[config.mk]
export PLATFORM = sky130hd
export DESIGN_NAME = pkt_filter_csr
export DESIGN_NICKNAME = d
export VERILOG_FILES = /design/src/rtl/pkt_filter_csr.sv
export SDC_FILE = /design/constraint.sdc
export NUM_CORES = 1
export LEC_CHECK = 0
export BUFFER_PORTS_ARGS = -buffer_cell sky130_fd_sc_hd__buf_2
export CAP_MARGIN = 15
export CORE_MARGIN = 3
export CORE_UTILIZATION = 55
export DETAILED_ROUTE_END_ITERATION = 7
export GPL_ROUTABILITY_DRIVEN = 0
export MAX_ROUTING_LAYER = met4
export PLACE_DENSITY = 0.81
export SLEW_MARGIN = 20
export SYNTH_ARGS = -nofsm -noshare
export SYNTH_HDL_FRONTEND = slang
export SYNTH_SLANG_ARGS = --single-unit
[constraint.sdc]
create_clock -name clk_i -period 1.72 [get_ports clk_i]
set_clock_uncertainty 0.1 [all_clocks]
set_input_delay 0.172 -clock clk_i [delete_from_list [all_inputs] [get_ports clk_i]]
set_output_delay 0.172 -clock clk_i [all_outputs]
set_load 0.1 [all_outputs]
[src/rtl/pkt_filter_csr.sv]
// Purpose: CSR block for the packet filter; holds shadow/active pattern and enable, commits only between packets.
// Latency: reads return 1 cycle after amm_read_i; a commit becomes visible on cfg_* the cycle after its edge.
// Backpressure: writes stall on amm_waitrequest_o while a commit is pending; reads never stall.
// Optional feature: define PKT_FILTER_MATCH_CNT_EN to build the 32-bit saturating match counter at address 4.
module pkt_filter_csr #(
    parameter int AMM_DWIDTH = 32,
    parameter int AMM_AWIDTH = 3,
    parameter int STR_LEN    = 12
) (
    input  logic                    clk_i,
    input  logic                    srst_i,
    input  logic [AMM_AWIDTH-1:0]   amm_address_i,
    input  logic                    amm_write_i,
    input  logic [AMM_DWIDTH-1:0]   amm_writedata_i,
    input  logic [AMM_DWIDTH/8-1:0] amm_byteenable_i,
    input  logic                    amm_read_i,
    output logic [AMM_DWIDTH-1:0]   amm_readdata_o,
    output logic                    amm_readdatavalid_o,
    output logic                    amm_waitrequest_o,
    input  logic                    ast_valid_i,
    input  logic                    ast_ready_i,
    input  logic                    ast_startofpacket_i,
    input  logic                    ast_endofpacket_i,
    input  logic                    match_i,
    output logic                    cfg_enable_o,
    output logic [STR_LEN*8-1:0]    cfg_pattern_o
);
    localparam int BYTES  = AMM_DWIDTH / 8;
    localparam int NWORDS = STR_LEN * 8 / AMM_DWIDTH;
    localparam logic [AMM_AWIDTH-1:0] ADDR_CTRL = '0;
    localparam logic [AMM_AWIDTH-1:0] ADDR_CNT  = AMM_AWIDTH'(4);

    typedef enum logic {IDLE, IN_PKT} pkt_state_t;

    pkt_state_t               state;
    pkt_state_t               state_nxt;
    logic                     shadow_en;
    logic [STR_LEN*8-1:0]     shadow_pat;
    logic                     active_en;
    logic [STR_LEN*8-1:0]     active_pat;
    logic                     pending;
    logic                     sop_beat;
    logic                     eop_beat;
    logic                     wr_acc;
    logic                     commit;
    logic [AMM_DWIDTH-1:0]    rd_val;
    logic [AMM_DWIDTH-1:0]    rd_dat;
    logic                     rd_vld;

    assign sop_beat = ast_valid_i & ast_ready_i & ast_startofpacket_i;
    assign eop_beat = ast_valid_i & ast_ready_i & ast_endofpacket_i;

    // Any write is held off while a commit is outstanding so the shadow copy cannot change under it.
    assign amm_waitrequest_o = amm_write_i & pending & ~srst_i;
    assign wr_acc            = amm_write_i & ~amm_waitrequest_o;

    // A sop beat in IDLE means a packet starts on this edge, so the commit waits for the packet to end.
    assign commit = (state == IDLE) & pending & ~sop_beat;

    assign cfg_enable_o        = active_en;
    assign cfg_pattern_o       = active_pat;
    assign amm_readdata_o      = rd_dat;
    assign amm_readdatavalid_o = rd_vld;

    // Packet state register.
    always_ff @(posedge clk_i) begin
        if (srst_i) state <= IDLE;
        else        state <= state_nxt;
    end

    // Packet tracking; eop in IDLE and sop in IN_PKT are protocol errors and are ignored.
    always_comb begin
        state_nxt = state;
        case (state)
            IDLE:   if (sop_beat && !eop_beat) state_nxt = IN_PKT;
            IN_PKT: if (eop_beat)              state_nxt = IDLE;
        endcase
    end

    // Shadow registers, pending flag and the shadow-to-active commit.
    always_ff @(posedge clk_i) begin
        if (srst_i) begin
            shadow_en  <= 1'b0;
            shadow_pat <= '0;
            active_en  <= 1'b0;
            active_pat <= '0;
            pending    <= 1'b0;
        end else begin
            if (commit) begin
                active_en  <= shadow_en;
                active_pat <= shadow_pat;
                pending    <= 1'b0;
            end
            if (wr_acc && amm_address_i == ADDR_CTRL) begin
                shadow_en <= amm_writedata_i[0];
                if (amm_writedata_i[1]) pending <= 1'b1;
            end
            for (int w = 0; w < NWORDS; w++) begin
                if (wr_acc && amm_address_i == AMM_AWIDTH'(w + 1)) begin
                    for (int b = 0; b < BYTES; b++) begin
                        if (amm_byteenable_i[b])
                            shadow_pat[(w*BYTES+b)*8 +: 8] <= amm_writedata_i[b*8 +: 8];
                    end
                end
            end
        end
    end

`ifdef PKT_FILTER_MATCH_CNT_EN
    logic [31:0] match_cnt;

    // Saturating hit counter; a write to its address clears it and wins over a coincident hit.
    always_ff @(posedge clk_i) begin
        if (srst_i)
            match_cnt <= '0;
        else if (wr_acc && amm_address_i == ADDR_CNT)
            match_cnt <= '0;
        else if (match_i && active_en && match_cnt != 32'hFFFF_FFFF)
            match_cnt <= match_cnt + 32'd1;
    end
`else
    logic unused_match;
    assign unused_match = match_i;
`endif

    // Read mux; unmapped addresses read as zero.
    always_comb begin
        rd_val = '0;
        if (amm_address_i == ADDR_CTRL)
            rd_val[2:0] = {state == IN_PKT, pending, shadow_en};
        for (int w = 0; w < NWORDS; w++) begin
            if (amm_address_i == AMM_AWIDTH'(w + 1))
                rd_val = shadow_pat[w*AMM_DWIDTH +: AMM_DWIDTH];
        end
`ifdef PKT_FILTER_MATCH_CNT_EN
        if (amm_address_i == ADDR_CNT)
            rd_val = AMM_DWIDTH'(match_cnt);
`endif
    end

    // Registered read response; data is zero whenever valid is low.
    always_ff @(posedge clk_i) begin
        if (srst_i) begin
            rd_vld <= 1'b0;
            rd_dat <= '0;
        end else begin
            rd_vld <= amm_read_i;
            rd_dat <= amm_read_i ? rd_val : '0;
        end
    end
endmodule

Word level (Yosys, flattened, before mapping)
Cells that the tools add are included.

word-level totals
  output and inout bits = 131
  input bits = 48
  word-level logic and storage cells = 65
  register bits = 229

cells by class
  reduce and logical (&&, ||, !) cells = 20
  bitwise gates (word level) = 13
  equality and inequality tests = 3
  muxes and demuxes = 10

operator list
  operator              count
  $mux W32              3
  $reduce_and A2 Y1     12
  $and A1 B1 Y1         8
  $eq A3 B2 Y1 const B  2
  $logic_and A1 B1 Y1   5
  $mux W1               5
  $not A1 Y1            5
  $eq A3 B1 Y1 const B  1
  $logic_not A3 Y1      1
  $mux W3               1
  $pmux W1 S2           1
  $reduce_or A2 Y1      1
  $logic_not A1 Y1      1

Logic depth before layout (Yosys ltp)
Gate-level depths: netlist (run 1).

  depth in word-level cells = 7
  mapped depth = 6
  gate-level depth less buffers = 3

Least setup slack after synthesis (run 1)
Ideal clock, no wire load.

  path kind = register to output
  from = register pending
  to = output port amm_waitrequest_o
  arrival = 1.456 ns
  cell stages (with the launch flop) = 4
  slack = -0.008 ns
  required time = 1.448 ns
  path buffers = 1
  cells stage by stage = dfxtp_1 nor2b_1 buf_6 and2_1

between the ends
  longest elaborated chain between the ends = 2

ends and longest elaborated chain
  element                      RTL line  RTL
  start: declaration           41        logic pending;
  start signal: assignment     87        pending <= 1'b0;
  start signal: assignment     92        pending <= 1'b0;
  start signal: assignment     96        if (amm_writedata_i[1]) pending <= 1'b1;
  $and A1 B1 Y1 (2 in series)  54        assign amm_waitrequest_o = amm_write_i & pending & ~srst_i;
  end: declaration             19        output logic amm_waitrequest_o,

Every way passes these cells.

Worst setup path in the final report (run 1)
Same ends and word-level chain as after synthesis.

==> results of run 1 <==
==> worst max-delay path: stages, from the launching register on <==
cell	delay, ns
dfxtp_2	0.33
nor2b_4	0.15
buf_6	0.12
and2_4	0.16
buf_12	0.17
==> flip-flops by register name, indices dropped and copies added, names as in the netlist <==
signal	count
cfg_pattern_o	96
shadow_pat	96
amm_readdata_o	32
amm_readdatavalid_o	1
cfg_enable_o	1
pending	1
shadow_en	1
state	1
==> kinds of logic after synthesis <==
kind of cell | after synthesis | synth area share
buffers and inverters | 62 | 0.03148
DFF | 229 | 0.4994
and+or+nand+nor | 295 | 0.2065
AOI/OAI and AO/OA | 67 | 0.05111
muxes | 194 | 0.2115
==> worst min-delay path by stage <==
stage | startpoint | to | slack, ns | depth (start not counted)
after floorplan | ast_ready_i | state$_SDFF_PP0_ | 0.19 | 1
after global placement | ast_endofpacket_i | state$_SDFF_PP0_ | 0.32 | 2
after detailed placement | ast_endofpacket_i | state$_SDFF_PP0_ | 0.32 | 2
after CTS | amm_byteenable_i[2] | shadow_pat[16]$_SDFFE_PP0P_ | 0.07 | 4
after global routing | amm_byteenable_i[2] | shadow_pat[18]$_SDFFE_PP0P_ | 0.11 | 4
final | amm_byteenable_i[2] | shadow_pat[16]$_SDFFE_PP0P_ | 0.09 | 4
==> area by class of cell <==
class                      instances  area, um2  share of cell area
sequential                       229       4586              0.3945
multi-input combinational        556       4327              0.3722
timing repair buffer             249       1628              0.1400
clock buffer                      34      696.9             0.05996
tap                              216      270.3             0.02325
clock inverter                     7      113.9            0.009796
antenna                            1      2.502           0.0002153
==> power groups by stage <==
| stage | Sequential (uW) | Clock [uW] | Combinational [uW] |
|---|---|---|---|
| 2_1_floorplan | 5590 | 0 | 351 |
| 3_3_place_gp | 5490 | 0 | 657 |
| 3_5_place_dp | 5490 | 0 | 662 |
| 4_1_cts | 5370 | 5370 | 733 |
| 5_1_grt | 5370 | 5610 | 787 |
| 6_report | 5370 | 5290 | 743 |
==> through the flow <==
step                total power, uW    util  instances  hold WS, ns     TNS, ns
CTS                           11480  0.7197       1288      0.07090   -0.006557
floorplan                      5941       -        847       0.1862           0
detailed placement             6150  0.6451       1209       0.3242           0
finish                        11410  0.7213       1292      0.08970  -0.0009823
global placement               6143  0.6451       1209       0.3236           0
global route                  11770  0.7213       1292       0.1053    -0.02583
==> what timing repair did <==
action,CTS,global route
buffers inserted,1,3
hold buffers,37,0
endpoints found under the setup margin,1,2
gates resized for setup,5,0
pin swaps,0,0
hold endpoints to repair,100,0
==> layer usage <==
layer | up-vias | track usage | part of all wire
met5 | - | - | 0
met4 | 0 | 0.07223 | 0.022
met3 | 45 | 0.05238 | 0.063
met2 | 243 | 0.4051 | 0.47
met1 | 3333 | 0.3360 | 0.45
li1 | 3346 | - | -
==> cells in the final DEF (no fill, tap or decap), types with 4 or more instances in the layout <==
cell | netlist | layout
clkbuf_16 | 0 | 23
o221ai_1 | 32 | 32
buf_12 | 0 | 8
mux2i_1 | 194 | 194
clkbuf_8 | 0 | 8
a21oi_1 | 29 | 29
dlygate4sd3_1 | 0 | 37
nor2_1 | 32 | 32
nand2b_1 | 229 | 229
dfxtp_1 | 229 | 228
buf_4 | 7 | 28
nor3_4 | 6 | 6
nor2b_1 | 5 | 4
buf_2 | 12 | 175
==> flow_summary.ini, run 1 <==
[detailed_routing]
drt-initial-drc-count = 429
post_drt_wl_per_cell_um = 18.00
firstDrtPassIters = 5
drc = 0
ant_nets = 0
wl_um = 23260
vias = 6967
viasPerCell = 5.392

[pwr]
switching_share = 0.2194
power_frac_seq = 0.471
p_leak_uw = 0.005053
p_int_uw = 8906
p_clk_frac = 0.464
p_comb_frac = 0.065
power.switching_uw = 2503
power_density_mw_per_mm2 = 981.5
ir_drop_uv = 1022

[clocking]
clkLatencyLatePin_ns = 0.51
numCtsBuffers = 23
clockBufferDepth = 3
path_clk_slew_ns = 0.07
clock_sinks = 229
cts_tree = done
root_buffer = clkbuf_16
htree_levels = 1

[layout]
drive_above_1_share = 0.2502
final.fill_count = 1181
final_area_mm2 = 0.01162
syn2layout_area_growth_pct = 26.62
fin_nets = 1107

[placed_design]
dpl_cell_area_mm2 = 0.01040
dp_hpwl_um = 15130
portBuffers = 177
pre_cts_ws_ns = 0.1272

[synthesis]
yosys_most_used_dff = dfxtp_1
synth-seq-cells = 229
syn_avg_cell_area_um2 = 10.84
seq_area_frac_synth = 0.4994
netlist_area_mm2 = 0.009180
synthArstFlopShare = 0
synthTopCellsByCount = dfxtp_1, nand2b_1, mux2i_1
synth_edf_count = 0
yosysTopAreaCell = dfxtp_1
netlist_top_cells_area = dfxtp_1, mux2i_1, nand2b_1
ys_warn_count = 0
ys_types = 30
syn_nets = 895
yosysTopAreaCellShare = 0.4994
synth_cells = 847

[die]
boundaryPins = 179
die_area_mm2 = 0.01828
core_area_mm2 = 0.01612
initial_utilization = 0.5696
fp-row-count = 46
dieWidth_um = 135.2
die_y_um = 135.2

[critical_path]
reg2reg_to = shadow_pat[88]$_SDFFE_PP0P_
crit_arrival_ns = 1.45
path_class = flop to output port
reg2reg_from = pending$_SDFF_PP0_
crit_end = amm_waitrequest_o
cp_max_fo = 3
endpoint_kind = output port
crit_start = pending$_SDFF_PP0_
critPathLaunchType = flop
r2r.worst_path.cells = 4
cp.required_ns = 1.45
ff2ff_setup_slack_ns = 0.06

[global_route]
antenna_found_initial = 1
track_usage = 0.2559
grt_overflow = 0
grt_max_degree = 85
grt_pass1_wl_um = 36530
grt_pass1_vias = 6947

[timing]
post-route-period-util = 1.001
maxSlewHeadroom = 0.6525
hold_viol = 0
finalCriticalPeriod_ns = 1.721
fmax_ghz = 0.5811
tightest_slew_ns = 0.5249
slew_viol_final = 0
rsz0062_at_grt = yes
setup_viol = 1
setup_ws_ns = -0.0009823

[worst_hold_path]
hold_class = primary input to flop

[job]
maxCapViolCount = 0

[run_status]
status = finished with violations
failed_checks = negative setup slack
No activity file was read; power rests on OpenSTA's default activity.
==> inputs of run 2 (changes only) <==
Settings changed: ABC_AREA set to 1, CELL_PAD_IN_SITES_DETAIL_PLACEMENT set to 0, CELL_PAD_IN_SITES_GLOBAL_PLACEMENT set to 2, CORE_UTILIZATION 55 to 30, CTS_BUF_LIST set to sky130_fd_sc_hd__clkbuf_16, PLACE_DENSITY 0.81 to 0.79.
==> run 2 against run 1 <==
The flow now finishes without violations; wire length is 23% higher; synthesized area is 1.3% lower; fmax grew 5.4%; clock power shrank 4.7%; largest power group unchanged; die area increased by 77%; global-route usage decreased by 7.7 points; critical path depth fell by 3; sequential power grew 2%; power up 2.8%; non-clock buffer count increased by 3; hold slack worse by 0.040 ns.
==> flow_summary.ini, run 2 <==
[detailed_routing]
viasPerCell = 4.561
vias = 8511
ant_nets = 0
wl_um = 28690
drc = 0
post_drt_wl_per_cell_um = 15.38
drt-initial-drc-count = 591
firstDrtPassIters = 5

[critical_path]
critical_path.top_delay_family = buffers and inverters
critPathLaunchType = flop
path_class = flop to output port
cp.required_ns = 1.45
cp_max_fo = 2
worstPathCellList = buf_2
crit_buf_inv = 1
endpoint_kind = output port
slowest_delay_ns = 0.45
crit_arrival_ns = 1.36
crit_slowest_cell = buf_2

[layout]
drive_above_1_share = 0.1781
syn2layout_area_growth_pct = 29.07
insertedDiodeCount = 0
final_area_mm2 = 0.01169
fin_nets = 1511
final_cell_mix = nor2_1, dfxtp_1, nand2_1
final_common_cell = nor2_1

[synthesis]
syn_avg_cell_area_um2 = 7.115
netlist_area_mm2 = 0.009057
ys_warn_count = 0
synth_cells = 1273
yosys_most_used_dff = dfxtp_1
seq_area_frac_synth = 0.5061
synthArstFlopShare = 0
netlist_top_cells_area = dfxtp_1, nor2_1, o21ai_0
syn_nets = 1321
ys_types = 19
synth-seq-cells = 229
synthTopCellsByCount = nor2_1, dfxtp_1, nand2_1
synth_edf_count = 0
yosysMostFrequentCell = nor2_1
yosysTopAreaCell = dfxtp_1
yosysTopAreaCellShare = 0.5061

[die]
boundaryPins = 179
core_area_mm2 = 0.02925
dieWidth_um = 179.8
initial_utilization = 0.3097
die_y_um = 179.8
fp-row-count = 62
die_area_mm2 = 0.03231

[clocking]
numCtsBuffers = 27
htree_levels = 1
path_clk_slew_ns = 0.06
cts_setup_buffers = 0
cts_tree = done
clock_sinks = 229
root_buffer = clkbuf_16
clkLatencyLatePin_ns = 0.52
clockBufferDepth = 3

[placed_design]
portBuffers = 177
dpl_cell_area_mm2 = 0.01053
dp_hpwl_um = 18010

[pwr]
power_density_mw_per_mm2 = 1003
fin_total_pwr_uw = 11730
ir_drop_uv = 578.3
p_leak_uw = 0.005200

[global_route]
grt_pass1_vias = 8273
track_usage = 0.1786
grt_overflow = 0
antenna_found_initial = 0
grt_max_degree = 105
grt_pass1_wl_um = 46050

[timing]
slew_viol_final = 0
setup_viol = 0
finalCriticalPeriod_ns = 1.632
fmax_ghz = 0.6127
post-route-period-util = 0.9489
finalSetupTns_ns = 0
tightest_slew_ns = 0.5392
hold_viol = 0
maxSlewHeadroom = 0.6430
rsz0062_at_grt = no

[run_status]
status = finished, final reports clean

[job]
maxCapViolCount = 0

[worst_hold_path]
hold_class = primary input to flop
[run 2: per-stage QoR]
| stage | hold WS (ns) | utilization | setup WS (ns) | instances |
|---|---|---|---|---|
| after floorplan | 0.1711 | - | 0.2022 | 1273 |
| after global placement | 0.2812 | 0.3599 | 0.1359 | 1779 |
| after detailed placement | 0.2848 | 0.3599 | 0.1167 | 1779 |
| after CTS | 0.02008 | 0.3995 | 0.02008 | 1866 |
| after global routing | 0.04180 | 0.3997 | 0.03847 | 1866 |
| final | 0.04982 | 0.3997 | 0.08785 | 1866 |
[run 2: power breakdown]
part | switching, uW | total [uW] | internal, uW | leakage, uW
clock network | 2220 | 5040 | 2820 | 0.000405
registers | 61.0 | 5470 | 5400 | 0.00185
logic | 872 | 1220 | 344 | 0.00294
[run 2: path summary, 6_finish.rpt]
check	from	endpoint	slack [ns]	depth (start not counted)
max	cfg_pattern_o[89]$_SDFFE_PP0P_	cfg_pattern_o[89]	0.09	1
min	amm_write_i	shadow_en$_SDFFE_PP0P_	0.05	4
min reg2reg	shadow_pat[38]$_SDFFE_PP0P_	amm_readdata_o[6]$_SDFF_PP0_	0.37	2
max reg2reg	pending$_SDFF_PP0_	cfg_pattern_o[24]$_SDFFE_PP0P_	0.18	7
[run 2: final cells by class]
class                           instances  area, um2
Clock inverter                         21      93.84
Fill cell                            3144      17560
Multi-Input combinational cell        846       3682
Inverter                              107      406.6
Tap cell                              384      480.5
Sequential cell                       229       4586
Clock buffer                           27      675.6
Timing Repair Buffer                  252       1765
[run 2: repair_timing]
item	4_1_cts	5_1_grt
endpoints found under the hold margin	100	0
gates resized for setup	0	2
hold buffers	39	0
setup endpoints to repair	0	11
[run 2: layer usage]
layer / vias up / wire length [um] / GRT usage
li1: 4418 / - / -
met1: 3876 / 13580 / 0.2353
met2: 183 / 13210 / 0.2893
met3: 34 / 1363 / 0.02930
met4: 0 / 531 / 0.04146
met5: - / 0 / -
[run 2: cell families after synthesis]
family                 Yosys count  share of synthesized area
AOI/OAI and AO/OA              255                     0.1410
DFF                            229                     0.5061
and+or+nand+nor                591                     0.2638
buffers and inverters          198                    0.08896
==> inputs of run 3 (changes only) <==
Settings changed: SETUP_SLACK_MARGIN set to 0.1.
==> run 3 against run 2 <==
Fmax grew 3.6%; final cell count grew 0.16%; clock power is essentially flat; die area is the same; via count grew 0.53%; largest cell class unchanged; count of clock-buffer cells in the layout is the same; hold slack lost 0.0057 ns; worst setup slack gained 0.057 ns; critical path type unchanged.
==> flow_summary.ini, run 3 (synthesized netlist as in run 2, its figures left out) <==
[die]
boundaryPins = 179
initial_utilization = 0.3097
die_y_um = 179.8
core_area_mm2 = 0.02925
dieWidth_um = 179.8
fp-row-count = 62
die_area_mm2 = 0.03231

[critical_path]
path_class = flop to output port
slowest_delay_ns = 0.43
crit_buf_inv = 1
critical_path.top_delay_family = buffers and inverters
cp_max_fo = 2
ff2ff_setup_slack_ns = 0.20
reg2reg_from = pending$_SDFF_PP0_
worstPathCellList = buf_2
r2r.worst_path.cells = 6
reg2reg_to = cfg_pattern_o[33]$_SDFFE_PP0P_
endpoint_kind = output port
cp.required_ns = 1.45
crit_arrival_ns = 1.30
crit_slowest_cell = buf_2
critPathLaunchType = flop

[timing]
tightest_slew_ns = 0.5127
slew_viol_final = 0
rsz0062_at_grt = no
post-route-period-util = 0.9160
setup_viol = 0
finalSetupTns_ns = 0
finalCriticalPeriod_ns = 1.576
fmax_ghz = 0.6347
hold_viol = 0
maxSlewHeadroom = 0.6606

[global_route]
grt_max_degree = 105
track_usage = 0.1786
antenna_found_initial = 0
grt_overflow = 0
grt_pass1_vias = 8265
grt_pass1_wl_um = 46060

[clocking]
path_clk_slew_ns = 0.06
clockBufferDepth = 3
numCtsBuffers = 27
root_buffer = clkbuf_16
htree_levels = 1
clkLatencyLatePin_ns = 0.52
cts_tree = done
clock_sinks = 229

[layout]
syn2layout_area_growth_pct = 30.39
final_cell_mix = nor2_1, dfxtp_1, nand2_1
drive_above_1_share = 0.1805
insertedDiodeCount = 0
fin_nets = 1514
final_common_cell = nor2_1

[worst_hold_path]
hold_depth = 4
hold_class = primary input to flop
hold_end = shadow_en$_SDFFE_PP0P_
min_from = amm_write_i

[detailed_routing]
drt-initial-drc-count = 609
wl_um = 29150
wl_met3_um = 1389
ant_nets = 0
drc = 0
wl_met1_um = 13910
dr.max_layer_used = met4
vias = 8556
viasPerCell = 4.578
met2RoutedLength_um = 13380
post_drt_wl_per_cell_um = 15.59
firstDrtPassIters = 4

[placed_design]
dp_hpwl_um = 18010
portBuffers = 177

[job]
maxCapViolCount = 0

[pwr]
fin_total_pwr_uw = 11730
ir_drop_uv = 576.2
power_density_mw_per_mm2 = 993.6
p_leak_uw = 0.005211

[run_status]
status = finished, final reports clean
## run 3: changes by cell type in the layout (fill, tap and decap cells not counted), sizes merged
cell    change
clkbuf     +13
buf        -10
## run 3: metal layers
layer / GRT usage / vias up
met5: - / -
li1: - / 4429
met1: 0.2354 / 3917
met2: 0.2908 / 180
met4: 0.03868 / 0
met3: 0.02910 / 30
## run 3: power by group
| part | switching, uW | internal, uW |
|---|---|---|
| combinational | 875 | 351 |
| clock | 2220 | 2820 |
| sequential | 62.1 | 5400 |
| total | 3160 | 8570 |
## run 3: worst max-delay path by stage
stage | cells past startpoint | start | slack, ns | end
2_1_floorplan | 2 | pending$_SDFF_PP0_ | 0.20 | amm_waitrequest_o
3_5_place_dp | 6 | pending$_SDFF_PP0_ | 0.12 | cfg_pattern_o[36]$_SDFFE_PP0P_
5_1_grt | 6 | pending$_SDFF_PP0_ | 0.08 | cfg_pattern_o[15]$_SDFFE_PP0P_
4_1_cts | 3 | pending$_SDFF_PP0_ | 0.09 | amm_waitrequest_o
6_report | 1 | cfg_pattern_o[25]$_SDFFE_PP0P_ | 0.14 | cfg_pattern_o[25]
3_3_place_gp | 6 | pending$_SDFF_PP0_ | 0.14 | cfg_pattern_o[35]$_SDFFE_PP0P_
## run 3: tightest hold or removal path: cells and delay by family
kind                   cells  cell delay (ns)
AND/OR/NAND/NOR            3             0.35
buffers and inverters      1             0.11
## run 3: repair_timing
| action | CTS | global route |
|---|---|---|
| buffers inserted | 0 | 2 |
| pin swaps | 0 | 2 |
| hold buffers | 39 | 0 |
| resized for setup | 14 | 20 |
| gates cloned | 0 | 1 |
| setup endpoints to repair | 14 | 64 |
| endpoints found under the hold margin | 100 | 0 |
## run 3: final cells by class
| class | instances | area (um2) |
|---|---|---|
| Fill cell | 3138 | 17440 |
| Sequential cell | 229 | 4588 |
| Multi-Input combinational cell | 846 | 3690 |
| Timing Repair Buffer | 255 | 1873 |
| Clock buffer | 27 | 675.6 |
| Tap cell | 384 | 480.5 |
| Inverter | 107 | 409.1 |
| Clock inverter | 21 | 93.84 |
## run 3: through the flow
step	area, um2	utilization	std cells	hold WS [ns]	setup WS [ns]
final	11810	0.4038	1869	0.04412	0.1444
after detailed placement	10530	0.3599	1779	0.2848	0.1167
after floorplan	9060	-	1273	0.1711	0.2022
after CTS	11720	0.4007	1866	0.02008	0.08649
after global routing	11810	0.4038	1869	0.03969	0.08356
after global placement	10530	0.3599	1779	0.2812	0.1359
